File: src/rtl/pkmc_sdramctrl_bankopen_pkg.sv
// PKMC SDRAM bank-open sequencer: shared command codes,
// FSM encodings and default timing.
package pkmc_sdramctrl_bankopen_pkg;

  typedef enum logic [1:0] {
    CMD_NOP  = 2'd0,
    CMD_ACT  = 2'd1,
    CMD_PRE  = 2'd2,
    CMD_PALL = 2'd3
  } cmd_e;

  typedef enum logic [2:0] {
    ST_IDLE      = 3'd0,
    ST_PRE       = 3'd1,
    ST_WAIT_RP   = 3'd2,
    ST_ACT       = 3'd3,
    ST_WAIT_RCD  = 3'd4,
    ST_ACK       = 3'd5,
    ST_PALL      = 3'd6,
    ST_WAIT_PALL = 3'd7
  } state_e;

  localparam int TRP_DEF  = 2;
  localparam int TRCD_DEF = 2;
  localparam int TMR_W    = 4;

  function automatic logic [TMR_W-1:0] wait_load(
    input int t
  );
    return TMR_W'(t - 1);
  endfunction

endpackage

File: src/rtl/pkmc_sdramctrl_rowtable.sv
// Per-bank open bit and open-row register, updated only by
// command handshakes from the sequencer.
module pkmc_sdramctrl_rowtable
  import pkmc_sdramctrl_bankopen_pkg::*;
#(
  parameter int BANKS  = 4,
  parameter int BANK_W = 2,
  parameter int ROW_W  = 13
) (
  input  logic              clk,
  input  logic              rst_n,
  input  logic [BANK_W-1:0] lk_bank_i,
  input  logic [ROW_W-1:0]  lk_row_i,
  output logic              lk_open_o,
  output logic              lk_hit_o,
  input  logic              set_i,
  input  logic [BANK_W-1:0] set_bank_i,
  input  logic [ROW_W-1:0]  set_row_i,
  input  logic              clr_i,
  input  logic [BANK_W-1:0] clr_bank_i,
  input  logic              clr_all_i,
  output logic [BANKS-1:0]  open_vec_o
);

  logic [BANKS-1:0] open_q;
  logic [ROW_W-1:0] row_q [BANKS];

  always_ff @(posedge clk or negedge rst_n) begin
    if (!rst_n) begin
      open_q <= '0;
      for (int i = 0; i < BANKS; i++) begin
        row_q[i] <= '0;
      end
    end else if (clr_all_i) begin
      open_q <= '0;
    end else begin
      if (clr_i) begin
        open_q[clr_bank_i] <= 1'b0;
      end
      if (set_i) begin
        open_q[set_bank_i] <= 1'b1;
        row_q[set_bank_i]  <= set_row_i;
      end
    end
  end

  assign lk_open_o  = open_q[lk_bank_i];
  assign lk_hit_o   = lk_open_o &&
                      (row_q[lk_bank_i] == lk_row_i);
  assign open_vec_o = open_q;

endmodule

File: src/rtl/pkmc_sdramctrl_bankopen.sv
// Bank-open sequencer: issues PRE/ACT/PALL with tRP/tRCD
// spacing and acks once the requested row is open.
module pkmc_sdramctrl_bankopen
  import pkmc_sdramctrl_bankopen_pkg::*;
#(
  parameter int BANKS  = 4,
  parameter int BANK_W = 2,
  parameter int ROW_W  = 13,
  parameter int TRP    = TRP_DEF,
  parameter int TRCD   = TRCD_DEF
) (
  input  logic              clk,
  input  logic              rst_n,
  input  logic              req,
  input  logic [BANK_W-1:0] req_bank,
  input  logic [ROW_W-1:0]  req_row,
  output logic              ack,
  input  logic              pall_req,
  output logic              pall_done,
  output logic              cmd_valid,
  input  logic              cmd_ready,
  output logic [1:0]        cmd,
  output logic [BANK_W-1:0] cmd_bank,
  output logic [ROW_W-1:0]  cmd_row,
  output logic [BANKS-1:0]  open_vec
);

  localparam logic [TMR_W-1:0] RP_LD  = wait_load(TRP);
  localparam logic [TMR_W-1:0] RCD_LD = wait_load(TRCD);

  state_e             state_q;
  logic [TMR_W-1:0]   timer_q;
  logic               ack_q;
  logic               pall_done_q;
  logic               cmd_valid_q;
  cmd_e               cmd_q;
  logic [BANK_W-1:0]  cmd_bank_q;
  logic [ROW_W-1:0]   cmd_row_q;

  logic               hs;
  logic               lk_open;
  logic               lk_hit;
  logic               tbl_set;
  logic               tbl_clr;
  logic               tbl_clr_all;
  logic               tmr_done;

  assign hs       = cmd_valid_q & cmd_ready;
  assign tmr_done = (timer_q <= TMR_W'(1));

  assign tbl_set     = (state_q == ST_ACT)  && hs;
  assign tbl_clr     = (state_q == ST_PRE)  && hs;
  assign tbl_clr_all = (state_q == ST_PALL) && hs;

  pkmc_sdramctrl_rowtable #(
    .BANKS  (BANKS),
    .BANK_W (BANK_W),
    .ROW_W  (ROW_W)
  ) u_rowtable (
    .clk        (clk),
    .rst_n      (rst_n),
    .lk_bank_i  (req_bank),
    .lk_row_i   (req_row),
    .lk_open_o  (lk_open),
    .lk_hit_o   (lk_hit),
    .set_i      (tbl_set),
    .set_bank_i (cmd_bank_q),
    .set_row_i  (cmd_row_q),
    .clr_i      (tbl_clr),
    .clr_bank_i (cmd_bank_q),
    .clr_all_i  (tbl_clr_all),
    .open_vec_o (open_vec)
  );

  // Wait states exit as the timer steps to 0, so the
  // ack/ACT register lands exactly tRP/tRCD after a handshake.
  always_ff @(posedge clk or negedge rst_n) begin
    if (!rst_n) begin
      state_q     <= ST_IDLE;
      timer_q     <= '0;
      ack_q       <= 1'b0;
      pall_done_q <= 1'b0;
      cmd_valid_q <= 1'b0;
      cmd_q       <= CMD_NOP;
      cmd_bank_q  <= '0;
      cmd_row_q   <= '0;
    end else begin
      ack_q       <= 1'b0;
      pall_done_q <= 1'b0;
      unique case (state_q)
        ST_IDLE: begin
          if (pall_req) begin
            if (|open_vec) begin
              state_q     <= ST_PALL;
              cmd_valid_q <= 1'b1;
              cmd_q       <= CMD_PALL;
              cmd_bank_q  <= '0;
              cmd_row_q   <= '0;
            end else begin
              state_q     <= ST_ACK;
              pall_done_q <= 1'b1;
            end
          end else if (req) begin
            if (lk_hit) begin
              state_q <= ST_ACK;
              ack_q   <= 1'b1;
            end else if (lk_open) begin
              state_q     <= ST_PRE;
              cmd_valid_q <= 1'b1;
              cmd_q       <= CMD_PRE;
              cmd_bank_q  <= req_bank;
              cmd_row_q   <= '0;
            end else begin
              state_q     <= ST_ACT;
              cmd_valid_q <= 1'b1;
              cmd_q       <= CMD_ACT;
              cmd_bank_q  <= req_bank;
              cmd_row_q   <= req_row;
            end
          end
        end
        ST_PRE: begin
          if (hs) begin
            if (RP_LD == '0) begin
              state_q    <= ST_ACT;
              cmd_q      <= CMD_ACT;
              cmd_bank_q <= req_bank;
              cmd_row_q  <= req_row;
            end else begin
              state_q     <= ST_WAIT_RP;
              timer_q     <= RP_LD;
              cmd_valid_q <= 1'b0;
              cmd_q       <= CMD_NOP;
              cmd_bank_q  <= '0;
            end
          end
        end
        ST_WAIT_RP: begin
          timer_q <= timer_q - TMR_W'(1);
          if (tmr_done) begin
            state_q     <= ST_ACT;
            cmd_valid_q <= 1'b1;
            cmd_q       <= CMD_ACT;
            cmd_bank_q  <= req_bank;
            cmd_row_q   <= req_row;
          end
        end
        ST_ACT: begin
          if (hs) begin
            cmd_valid_q <= 1'b0;
            cmd_q       <= CMD_NOP;
            cmd_bank_q  <= '0;
            cmd_row_q   <= '0;
            if (RCD_LD == '0) begin
              state_q <= ST_ACK;
              ack_q   <= 1'b1;
            end else begin
              state_q <= ST_WAIT_RCD;
              timer_q <= RCD_LD;
            end
          end
        end
        ST_WAIT_RCD: begin
          timer_q <= timer_q - TMR_W'(1);
          if (tmr_done) begin
            state_q <= ST_ACK;
            ack_q   <= 1'b1;
          end
        end
        ST_PALL: begin
          if (hs) begin
            cmd_valid_q <= 1'b0;
            cmd_q       <= CMD_NOP;
            if (RP_LD == '0) begin
              state_q     <= ST_ACK;
              pall_done_q <= 1'b1;
            end else begin
              state_q <= ST_WAIT_PALL;
              timer_q <= RP_LD;
            end
          end
        end
        ST_WAIT_PALL: begin
          timer_q <= timer_q - TMR_W'(1);
          if (tmr_done) begin
            state_q     <= ST_ACK;
            pall_done_q <= 1'b1;
          end
        end
        ST_ACK: begin
          state_q <= ST_IDLE;
        end
        default: begin
          state_q <= ST_IDLE;
        end
      endcase
    end
  end

  assign ack       = ack_q;
  assign pall_done = pall_done_q;
  assign cmd_valid = cmd_valid_q;
  assign cmd       = cmd_q;
  assign cmd_bank  = cmd_bank_q;
  assign cmd_row   = cmd_row_q;

endmodule
File: config.mk
export PLATFORM = sky130hd
export DESIGN_NAME = pkmc_sdramctrl_bankopen
export DESIGN_NICKNAME = d
export VERILOG_FILES = /design/src/rtl/pkmc_sdramctrl_bankopen_pkg.sv /design/src/rtl/pkmc_sdramctrl_rowtable.sv /design/src/rtl/pkmc_sdramctrl_bankopen.sv
export SDC_FILE = /design/constraint.sdc
export NUM_CORES = 1
export LEC_CHECK = 0
export BUFFER_PORTS_ARGS = -buffer_cell sky130_fd_sc_hd__buf_2
export CAP_MARGIN = 15
export CORE_AREA = 2 2 115 117
export DETAILED_ROUTE_END_ITERATION = 7
export DIE_AREA = 0 0 117 119
export GPL_ROUTABILITY_DRIVEN = 0
export SLEW_MARGIN = 0
export SYNTH_ARGS = -nofsm -noshare
export SYNTH_HDL_FRONTEND = slang
export SYNTH_HIERARCHICAL = 1
export SYNTH_SLANG_ARGS = --single-unit
File: constraint.sdc
create_clock -name clk -period 6.24 [get_ports clk]
set_input_delay 0.936 -clock clk [delete_from_list [all_inputs] [get_ports clk]]
set_output_delay 0.936 -clock clk [all_outputs]
set_load 0.02 [all_outputs]
# ---- After elaboration in Yosys (flattened, before gate mapping)
# Index checks and enable logic that the tools add are counted.
dict set report totals {
  inputBits 20
  wordCells 132
  register_bits 83
}
dict set report op_classes {
  n_bitwise 7
  order_cmp 7
  eq_ne 18
  mux 64
  addsub 1
  n_reduce_logical 22
}
# op n
set op_table {}
lappend op_table {{$mux W13} 10}
lappend op_table {{$bwmux W52} 1}
lappend op_table {{$pmux W13 S3} 1}
lappend op_table {{$mux W2} 14}
lappend op_table {{$bmux W13 S2} 1}
lappend op_table {{$demux W13 S2} 1}
lappend op_table {{$mux W3} 8}
lappend op_table {{$reduce_and A6 Y1} 4}
lappend op_table {{$pmux W3 S7} 1}
lappend op_table {{$mux W4} 5}
lappend op_table {{$mux W1} 14}
lappend op_table {{$eq A13 B13 Y1} 1}
lappend op_table {{$eq A3 B3 Y1 const B} 4}
lappend op_table {{$pmux W2 S3} 2}
lappend op_table {{$ne A3 B3 Y1 const B} 3}
lappend op_table {{$reduce_bool A3 Y1} 3}
lappend op_table {{$ne A2 B2 Y1 const B} 4}
lappend op_table {{$pmux W4 S2} 1}
lappend op_table {{$eq A3 B2 Y1 const B} 2}
lappend op_table {{$ge A3 B3 Y1 const B} 2}
lappend op_table {{$logic_and A1 B1 Y1} 6}
lappend op_table {{$lt A2 B3 Y1 const B} 2}
lappend op_table {{$ne A2 B1 Y1 const B} 3}
lappend op_table {{$not A2 Y3} 2}
lappend op_table {{other kinds (20)} 24}

# ---- Logic depth before layout (Yosys ltp)
# Gate-level depths: netlist (run 1).
dict set report logic_depth {
  ltp_word 11
  depth_mapped 12
}

# ---- Modules after synthesis
# Netlist (run 1), hierarchy kept.
# mod area_each_um2 cells_per_inst seq_area_each_um2 n_inst
set modules_own_cells {}
lappend modules_own_cells {pkmc_sdramctrl_rowtable 2711.4 176 1401.3 1}
lappend modules_own_cells {pkmc_sdramctrl_bankopen 1677.9 182 675.6 1}

# ---- Worst setup path before layout (run 1)
# OpenSTA, ideal clock, no wires.
dict set report synth_timing {
  path_kind {in2reg}
  startpoint {input req_bank[0]}
  endpoint {register cmd_row_q[10] (netlist: cmd_row[10])}
  cell_stages 12
  n_path_buf 3
  arrival_time_ns 3.014
  setup_slack_ns 3.147
  path_cell_list {buf_6 buf_12 mux4_2 xor2_1 nor4_2 nand2_1 nor4_2 or2_2 nand3_2 nand4_4 buf_8 mux2i_1}
}
dict set report synth_via {
  elab_chain_cells 8
  elab_cells_between_ends 15
  classes_between {2 x eq/ne; 10 x mux; 1 x bitwise; 2 x reduce/logical}
}
# item line
set synth_lines {}
lappend synth_lines {{from (decl)} pkmc_sdramctrl_bankopen.sv:15} ;# input logic [BANK_W-1:0] req_bank,
lappend synth_lines {{$not A2 Y3 (implied by the code)} pkmc_sdramctrl_rowtable.sv:49} ;# (row_q[lk_bank_i] == lk_row_i);
lappend synth_lines {{$bmux W13 S2} pkmc_sdramctrl_rowtable.sv:49}
lappend synth_lines {{$mux W13 (implied by the code) (2 in a row)} pkmc_sdramctrl_rowtable.sv:49}
lappend synth_lines {{$eq A13 B13 Y1} pkmc_sdramctrl_rowtable.sv:49}
lappend synth_lines {{$logic_and A1 B1 Y1 *} pkmc_sdramctrl_rowtable.sv:48} ;# assign lk_hit_o = lk_open_o &&
lappend synth_lines {{net lk_hit} pkmc_sdramctrl_bankopen.sv:42} ;# logic lk_hit;
lappend synth_lines {{$ne A3 B3 Y1 (no source line) *} --}
lappend synth_lines {{$reduce_and A6 Y1 (no source line) *} --}
lappend synth_lines {{to (signal assigned)} pkmc_sdramctrl_bankopen.sv:118} ;# cmd_row_q <= req_row;
lappend synth_lines {{to (signal assigned)} pkmc_sdramctrl_bankopen.sv:128} ;# cmd_row_q <= req_row;
lappend synth_lines {{to (signal assigned)} pkmc_sdramctrl_bankopen.sv:145} ;# cmd_row_q <= req_row;
lappend synth_lines {{to (decl)} pkmc_sdramctrl_bankopen.sv:38} ;# logic [ROW_W-1:0] cmd_row_q;
# Mark *: on every way through the listed nets, which the timed path passes. The rest lies on a longest branch. The select of a mux whose other input is x is not followed.
# A chain may end at the register's enable or synchronous reset.

# ---- Final worst setup path (run 1)
# Same ends and word-level chain as after synthesis.

==> results of run 1 <==
## per-layer routing
layer / GRT usage / part of all wire
met1: 0.209 / 0.45
met2: 0.243 / 0.49
met3: 0.0351 / 0.049
met4: 0.0485 / 0.013
met5: 0 / 0
## layout make-up
type	instances	area share
clock buffers	12	0.0507
clock inverters	4	0.00618
inverters	24	0.0178
multi-input cells	231	0.420
flip-flops and latches	83	0.410
well taps	176	0.0435
repair buffers	46	0.0514
## sequential cells by signal (all words and copies together), names as in the netlist, named ones only
register	count
u_rowtable/row_q	52
cmd_bank	2
cmd_valid	1
pall_done	1
state_q	2
u_rowtable/open_vec_o	4
timer_q	4
ack	1
cmd_row	13
cmd	2
## worst max-delay path: stages
cell and delay [ns]:
buf_2 0.37, mux4_1 0.64, xor2_1 0.18, nor4_2 0.29, nand2_1 0.11, nor4_2 0.30
or2_2 0.22, nand3_2 0.12, nand4_4 0.25, mux2i_1 0.25
## power by group through the flow
stage | combinational [mW] | clock, mW | sequential, mW
global placement | 0.0430 | 0 | 0.548
floorplan | 0.0204 | 0 | 0.548
finish | 0.0443 | 0.521 | 0.538
global route | 0.0496 | 0.558 | 0.537
detailed placement | 0.0435 | 0 | 0.548
CTS | 0.0436 | 0.537 | 0.538
## synth_stat cells (3+ instances only)
cell | count | share of area
buf_4 | 4 | 0.0068
xor2_1 | 12 | 0.024
nand3_1 | 3 | 0.0034
nor2_1 | 9 | 0.0077
inv_1 | 23 | 0.020
nand2b_1 | 4 | 0.0057
nor4_1 | 3 | 0.0043
nand2_1 | 28 | 0.024
dfrtp_1 | 83 | 0.47
mux2_2 | 52 | 0.13
buf_2 | 7 | 0.0080
a31o_2 | 3 | 0.0060
o31ai_1 | 3 | 0.0051
clkbuf_1 | 6 | 0.0051
mux2i_1 | 24 | 0.055
a21oi_1 | 4 | 0.0046
mux4_1 | 8 | 0.048
nor4_2 | 3 | 0.0086
xnor2_1 | 5 | 0.010
nor3_1 | 9 | 0.010
o21ai_0 | 5 | 0.0057
o22ai_1 | 5 | 0.0071
## worst paths after layout
path,end,cells past startpoint,start
setup reg to reg,u_rowtable/row_q[10],5,flop
max in group asynchronous,u_rowtable/row_q[50],2,rst_n
hold reg to reg,u_rowtable/row_q[51],1,u_rowtable/row_q[51]
min in group clk,u_rowtable/row_q[51],1,u_rowtable/row_q[51]
setup / recovery,cmd_row[10],10,req_bank[0]
hold / removal,state_q[0],1,rst_n
## logic make-up (layout without fill, tap and decap cells)
kind of cell    after synthesis  in the layout  share of synthesized area
compound gates               45             45                     0.0821
xor+xnor                     17             17                     0.0339
fa+ha+maj                     2              2                    0.00570
buf+inv                      44             86                     0.0510
flops                        83             83                      0.473
mux                          86             86                      0.246
simple gates                 81             81                      0.108
## cells in the final DEF (no fill, tap or decap), types with 3 or more instances in the layout
cell type,instances
a21oi_1,4
a31o_2,3
buf_2,42
buf_4,3
clkbuf_16,9
dfrtp_1,83
inv_1,23
inv_6,3
mux2_2,52
mux2i_1,24
mux4_1,8
nand2_1,28
nand2b_1,4
nand3_1,3
nor2_1,9
nor3_1,9
nor4_1,3
nor4_2,3
o21ai_0,5
o22ai_1,5
o31ai_1,3
xnor2_1,5
xor2_1,12
==> metrics, run 1 <==
largest net degree at the start of global routing=84; synthesized net count=380; CP max FO=15; Vias=2985; Least-Margin Pin Slew=1.22 ns; clock power share=0.472; Core ar.=12900 µm²; syn avg cell area=12.3 µm²; first-pass GRT wire length=16400 µm; placed cells=559; Seq cells post-synth=83; Post-DP Area=4740 µm²; total power=roughly 1.1 mW; min Tclk post-route=about 3.4 ns; IO buf count=43; CTS Root Cell=clkbuf_16; DIE WIDTH=117 µm; Worst slew margin=0.185; final setup vio count=0; Seq pwr share=0.488; Final period util=0.552; detailed placement HPWL=6810 µm; non-filler cells, final=576; Initial DRT Pass Iterations=4; number of unique standard cell types used by synthesis=63; total wire length=10100 µm; Die ar.=13900 µm²; final instance area=5060 µm²; Worst Path Required=6.49 ns; Tot GR Track Use=0.154; setup_tns=0 ns; worst hold path type=input pin to async pin; Synth Cell Area=4390 µm²; Net Sw Power=between 0.2 and 0.3 mW; Sw Ratio=0.231; fraction of layout cells with a size suffix above 1=0.345; Critical Path AT=roughly 3.7 ns; f_max=0.291 GHz; Final Skew=0.0101 ns; total CTS buffers=9; final worst slack=roughly 2.8 ns; EDFF count, synth=0; Internal=0.849 mW; GRT Residual Overflow=0; Avg WL per Cell=17.5 µm; number of remaining DRC errors=0; post-CTS sizing=0; maximum vdd drop=0.000139 V; worst reg-to-reg setup slack=2.95 ns; hold_ws=0.439 ns; drt first-iter violations=roughly 220; final hold viol count=0; vias in the first global route=~3100; maximum clock path buffer count=2; critical path class=input pin to flop; CTS clk-pin slew, worst paths=0.06 ns; Slew Viols, Final=0; Worst-Skew Late Latency=0.34 ns; Clock Sinks=83; Ant. Diodes=0; Startpoint Class=input pin; Site Rows=42; Ys Warns=6; Final ANT Viol Nets=0; CP endpoint kind=flop; pre-CTS setup slack=2.44 ns; I/O pin count=44; Fillers=1250; Syn Inst Count=358; P&R area growth vs syn=15.3%; register area share after synthesis=0.473; RSZ-0062 raised after global routing=false; Initial Util=0.341; Static Leak=2.55 nW; initial antenna violation count=0; Logic pwr share=0.040; CTS tree=built; Post-CTS Repair Setup Buffers=0; outcome=finished, final reports clean; Post-CTS Hold Buffers=0; vias per cell=5.18; register area=2080 µm²; Nets=417; H-tree depth=3; Pwr Density=218 nW/µm²; ys flop type=dfrtp_1; Final Core Density=0.393; max cap viols=0; Multi-input gate area=about 2100 µm²; die height=119 µm; Post-synth ARST share=1.00
Power figures use the tool's default switching activity.
==> inputs of run 2 (changes only) <==
Clock period 6.24 ns to 3.6 ns, I/O delays scaled along.
==> metrics, run 2 (synthesized netlist as in run 1, its figures left out) <==
reg2reg path depth=5 (unchanged); commonest cells after routing, fill and taps aside=dfrtp_1, mux2_2, buf_2, nand2_1, mux2i_1; CTS Root Cell=clkbuf_16; outcome=finished, final reports clean; total wire length=10200 µm (+0.99%); Least-Margin Pin Slew=0.635 ns (-0.586 ns); Tot GR Track Use=0.155 (+0.00185); fraction of layout cells with a size suffix above 1=0.359 (+0.0137); delay-heaviest family, CP=simple AND/OR/NAND/NOR gates; RR Endpoint=u_rowtable/row_q[33]; maximum clock path buffer count=2 (unchanged); Final ANT Viol Nets=0 (unchanged); H-tree depth=3 (unchanged); Static Leak=2.57 nW (+1.0%); worst hold path type=input pin to async pin; vias per cell=5.17 (-0.21%); Initial DRT Pass Iterations=4 (unchanged); DIE WIDTH=117 µm (unchanged); max cap viols=0 (unchanged); worst reg-to-reg setup slack=0.84 ns (-2.11 ns); RSZ-0062 raised after global routing=false; Final Core Density=0.397 (+0.00389); max FFs per register=52 (unchanged); placed cells=566 (+1.3%); Avg WL per Cell=17.5 µm (-0.22%); Site Rows=42 (unchanged); setup_tns=0 ns (unchanged); drt first-iter violations=298 (+34%); f_max=0.335 GHz; critical path class=input pin to flop; pre-CTS setup slack=0.266 ns (-2.18 ns); CP endpoint kind=flop; Final period util=0.829; CP max stage delay=0.62 ns (-0.02 ns); Worst Setup SP=req_bank[0]; final worst slack=0.616 ns (-2.18 ns); CP bufs+invs=1 (unchanged); IO buf count=43 (unchanged); post-CTS sizing=0 (unchanged); Ant. Diodes=0 (unchanged); Startpoint Class=input pin; non-filler cells, final=583 (+1.2%); Top reg by flops=u_rowtable/row_q; critical path's slowest cell=mux4_1; most frequent CP cell=nor4_2; die height=119 µm (unchanged); maximum vdd drop=0.000289 V (+110%); CTS clk-pin slew, worst paths=0.06 ns (about the same); Vias=3015 (+1.0%); Post-CTS Repair Setup Buffers=0 (unchanged); Initial Util=0.341 (unchanged); detailed placement HPWL=6960 µm (+2.2%); Clock Sinks=83 (unchanged); Worst Path Required=3.86 ns (-2.63 ns); min Tclk post-route=2.98 ns; P&R area growth vs syn=16.4%; final hold viol count=0 (unchanged); total CTS buffers=9 (unchanged); commonest non-fill, non-tap cell in the layout=dfrtp_1; final setup vio count=0 (unchanged); Worst-Skew Late Latency=0.35 ns (about the same); Nets=424 (+1.7%); Critical Path AT=3.24 ns (-0.45 ns); Post-CTS Hold Buffers=0 (unchanged); I/O pin count=44 (unchanged); Slew Viols, Final=0 (unchanged); Post-DP Area=4800 µm² (+1.1%); Die ar.=13900 µm² (unchanged); number of remaining DRC errors=0 (unchanged); vias in the first global route=2962 (-5.2%); Pwr Density=372 nW/µm² (+71%); first-pass GRT wire length=16400 µm (+0.12%); Worst slew margin=0.577 (+0.392); largest net degree at the start of global routing=84 (unchanged); Final Skew=0.00738 ns (-0.00275 ns); CTS tree=built; Core ar.=12900 µm² (unchanged); final instance area=5110 µm² (+0.99%); CP max FO=13 (-2); critical path, cell by cell=buf_2 > mux4_1 > xor2_1 > nor4_2 > nand2_1 > nor4_2 > or2_2 > nand3_2 > nand4_4 > mux2i_1; initial antenna violation count=0 (unchanged); GRT Residual Overflow=0 (unchanged)
-- run 2: cell count changes in the layout (fill, tap and decap cells not counted) --
cell,previous run,this run
buf_4,3,10
clkinvlp_4,0,2
clkbuf_1,1,0
clkbuf_8,2,1
clkinv_4,0,1
inv_6,3,2
-- run 2: area by class of cell --
cell class              count  area, µm²
clock buffers              10        239
clock inverters             6       46.3
fillers                  1262       7760
inverters                  24       90.1
multi-input cells         231       2120
flip-flops and latches     83       2080
well taps                 176        220
repair buffers             53        313
-- run 2: worst reg2reg max path, delay by kind of cell, from the launching register on --
kind	cells	cell delay (ns)
AND/OR/NAND/NOR	3	1.37
flip-flops	1	0.61
multiplexers	1	0.36
buffers and inverters	1	0.31
-- run 2: metrics by stage --
stage          total power [mW]  hold slack, ns
2_1_floorplan             0.986           0.244
3_3_place_gp               1.03           0.481
3_5_place_dp               1.03           0.489
4_1_cts                    1.93           0.430
5_1_grt                    1.98          0.0363
6_report                   1.90          0.0354
-- run 2: worst max-delay path by stage --
stage	end	cells after the start	slack (ns)
floorplan	cmd_row[10]	12	0.90
global placement	cmd_row[10]	10	0.38
detailed placement	cmd_row[2]	10	0.27
CTS	cmd_row[10]	10	0.63
global route	cmd_row[0]	10	0.41
finish	cmd_row[10]	10	0.62
-- run 2: report_power, final --
group	internal, mW	switching (mW)	total (mW)
logic	0.0269	0.0514	0.0783
registers	0.932	0	0.932
clock network	0.491	0.399	0.890
total	1.45	0.451	1.90
-- run 2: layer usage --
layer  wire [µm]  GRT usage
met1        4690      0.215
met2        4860      0.238
met3         496     0.0458
met4         130     0.0419
met5           0          0
